==> src/rtl/aes128_rijndael_sbox_lut.sv <==
// AES Rijndael S-box (forward and inverse) computed arithmetically in GF(2^8),
// with one shared field inverter and an optional output register.
package aes128_type_pkg;
    typedef enum logic {
        ENCRYPT = 1'b0,
        DECRYPT = 1'b1
    } mode_t;
endpackage

module aes128_rijndael_sbox_lut
    import aes128_type_pkg::*;
#(
    parameter bit REGISTERED = 1'b0
) (
    input  logic       clk_i,
    input  logic       rst_i,
    input  mode_t      mode_i,
    input  logic [7:0] data_i,
    output logic [7:0] data_o
);

    function automatic logic [7:0] gfMul(input logic [7:0] a, input logic [7:0] b);
        logic [7:0] p;
        logic [7:0] x;
        p = 8'h00;
        x = a;
        for (int i = 0; i < 8; i++) begin
            if (b[i]) begin
                p = p ^ x;
            end
            x = {x[6:0], 1'b0} ^ (x[7] ? 8'h1B : 8'h00);
        end
        return p;
    endfunction

    // x^254 is the multiplicative inverse for x != 0 and yields 0 for x == 0.
    function automatic logic [7:0] gfInv(input logic [7:0] a);
        logic [7:0] sq;
        logic [7:0] acc;
        sq  = a;
        acc = 8'h01;
        for (int i = 1; i < 8; i++) begin
            sq  = gfMul(sq, sq);
            acc = gfMul(acc, sq);
        end
        return acc;
    endfunction

    function automatic logic [7:0] fwdAffine(input logic [7:0] b);
        return b ^ {b[3:0], b[7:4]} ^ {b[4:0], b[7:5]} ^ {b[5:0], b[7:6]}
                 ^ {b[6:0], b[7]} ^ 8'h63;
    endfunction

    function automatic logic [7:0] invAffine(input logic [7:0] x);
        return {x[1:0], x[7:2]} ^ {x[4:0], x[7:5]} ^ {x[6:0], x[7]} ^ 8'h05;
    endfunction

    logic [7:0] inv_in;
    logic [7:0] inv_out;
    logic [7:0] data_d;

    // The inverter sits between the two affine stages, so both directions share it.
    always_comb begin
        inv_in  = (mode_i == DECRYPT) ? invAffine(data_i) : data_i;
        inv_out = gfInv(inv_in);
        data_d  = (mode_i == DECRYPT) ? inv_out : fwdAffine(inv_out);
    end

    if (REGISTERED) begin : g_reg
        logic [7:0] data_q;

        always_ff @(posedge clk_i or posedge rst_i) begin
            if (rst_i) begin
                data_q <= 8'h00;
            end else begin
                data_q <= data_d;
            end
        end

        assign data_o = data_q;
    end else begin : g_comb
        logic unused_ok;
        assign unused_ok = clk_i ^ rst_i;
        assign data_o    = data_d;
    end

endmodule

==> config.mk <==
export PLATFORM = sky130hd
export DESIGN_NAME = aes128_rijndael_sbox_lut
export DESIGN_NICKNAME = d
export VERILOG_FILES = /design/src/rtl/aes128_rijndael_sbox_lut.sv
export SDC_FILE = /design/constraint.sdc
export NUM_CORES = 1
export LEC_CHECK = 0
export CAP_MARGIN = 40
export CORE_ASPECT_RATIO = 1.1
export CORE_MARGIN = 3
export CORE_UTILIZATION = 55
export DETAILED_ROUTE_END_ITERATION = 6
export PLACE_DENSITY_LB_ADDON = 0.15
export SYNTH_ARGS = -nofsm -noshare
export SYNTH_HDL_FRONTEND = slang
export SYNTH_SLANG_ARGS = --single-unit
==> constraint.sdc <==
create_clock -name vclk -period 39.3
set_input_delay 7.86 -clock vclk [all_inputs]
set_output_delay 7.86 -clock vclk [all_outputs]
set_load 0.01 [all_outputs]
==> run metrics <==
CTS Hold Buffers Added 0; Final Hold Fails 0; hold depth 4; post-CTS setup buffer count 0; DR pass1 iterations 5; crit path DAT 26.99 ns; # clk buffers 0; Worst Tran Pin Value 0.937 ns; WL final approximately 42000 um; Initial Utilization 0.560; count of buffers from port buffering 17; register area share after synthesis 0; fin. max-slew vios 0; core region area about 0.028 mm^2; RSZ-0062 raised after global routing no; Mean Syn Cell Area 7.32 um^2; Hold Path Origin mode_i; Max Cap Viol 0; Total Nets Final 2081; First DRT Iteration DRCs 1487; PnR worst setup slack between 4 and 5 ns; Routability Congestion 0.889; Layout area overhead 3.48%; post-route insts no fill between 2000 and 2500; via count 14800; Mapped Nets between 2000 and 2500; CP startpoint kind primary input; Cells after DPL about 2400; DR WL/cell 17.5 um; post-synthesis cell type count between 100 and 150; Rows 64; vias per cell approximately 6.1; GRT overflow 0; Die Wd 167 um; Synth warnings 0; number of routed nets with antenna violations 0; Die Ht 183 um; number of global-route vias before repair 14000; Slew HR 0.371; CP max stage cell clkdlybuf4s50_1; end of the worst hold path data_o[1]; worst slack, placed 4.67 ns; Final Cycle Share 0.887; CP Max Fanout 26; Most common cell on crit path xnor2_1; Cell Area, Synth 0.0156 mm^2; highest clock rate ~29 MHz; setup TNS 0 ns; Synth Instances roughly 2100; n_diodes 0; aggregate global-route resource usage 0.269; FILL cells 2659; final instance area around 0.016 mm^2; global-route wire length before repair 71000 um; DRC viols 0; initial antenna violation count 0; ratio of cells with drive above 1 in the final layout 0.108; Required @ worst endpoint 31.44 ns; Die ar. around 0.03 mm^2; register area 0 um^2; Final Setup Violations 0; post-layout min period 34.85 ns; critical path capture point type output port; post-cts sizing count 0; Min-Delay Path Class in2out; critical path type in2out; largest stage delay on the critical path 0.79 ns; DPL Wire Length 30300 um; area of the multi-input gates about 0.015 mm^2; largest net degree at the start of global routing 36; # IOs 19; status completed; seq_cells 0; crit path from data_i[4]; dpl cell area about 0.016 mm^2
==> synthesized netlist by cell type (all sizes together) (17+ instances only) <==
cell    number  share of area
xor2       130          0.084
inv         27         0.0068
nand3       64          0.021
a31oi       29          0.012
buf         68          0.026
clkbuf      88          0.021
nor2b       22         0.0088
a21oi      142          0.048
nand2      220          0.053
mux2        17          0.012
o211ai      26          0.013
nor3        52          0.017
mux2i       51          0.035
a211oi      33          0.018
xnor2      463           0.29
nor2       260          0.063
o21ai       97          0.031
o22ai       30          0.013
xnor3       53          0.077
==> how the worst max path moves through the flow <==
stage,to,slack [ns],cells past startpoint
floorplan,data_o[2],8.20,70
global placement,data_o[4],4.82,63
detailed placement,data_o[4],4.67,60
CTS,data_o[4],4.59,60
global route,data_o[4],3.21,63
finish,data_o[4],4.45,61
==> worst max-delay path, delay by kind of cell <==
| family | cells | cell delay (ns) |
|---|---|---|
| xor+xnor | 24 | 8.20 |
| compound gates | 14 | 3.38 |
| simple gates | 12 | 2.75 |
| buf+inv | 6 | 2.47 |
| fa+ha+maj | 3 | 1.55 |
| mux | 2 | 0.68 |
==> placed cells by master, fill, tap and decap left out, types with 47 or more instances in the layout <==
master,instances
o21ai_0,80
nand2_1,218
xnor2_2,50
xor2_1,111
mux2i_1,47
a21oi_1,138
buf_4,65
xnor2_1,403
nor3_1,51
nor2_1,255
nand3_1,64
==> kinds of logic (layout without fill, tap and decap cells) <==
kind of cell	count (synthesis)	after routing	share of synthesized area
buffers and inverters	187	118	0.0546
xor gates and xnor gates	661	661	0.475
AOI/OAI and AO/OA	485	485	0.209
muxes	68	68	0.0477
and+or+nand+nor	722	722	0.208
adders and majority gates	7	7	0.00562
==> routing by layer <==
metal,GRT usage,routed length [um]
met1,0.375,19200
met2,0.467,20200
met3,0.0123,2200
met4,0.0518,710
met5,0,0
==> through the flow <==
| stage | hold slack (ns) | util |
|---|---|---|
| floorplan | 16.08 | - |
| global route | 16.93 | 0.579 |
| detailed placement | 16.86 | 0.579 |
| finish | 16.86 | 0.579 |
| CTS | 16.86 | 0.579 |
| global placement | 16.85 | 0.576 |
==> area by class of cell <==
class	instances	share of cell area
Tap cell	363	0.0281
Inverter	31	0.00752
Multi-Input combinational cell	1943	0.920
Timing Repair Buffer	87	0.0442
Power is left out: the tool's default activity adds up to more than one toggle a clock period on the data nets, which glitch-free logic cannot reach.
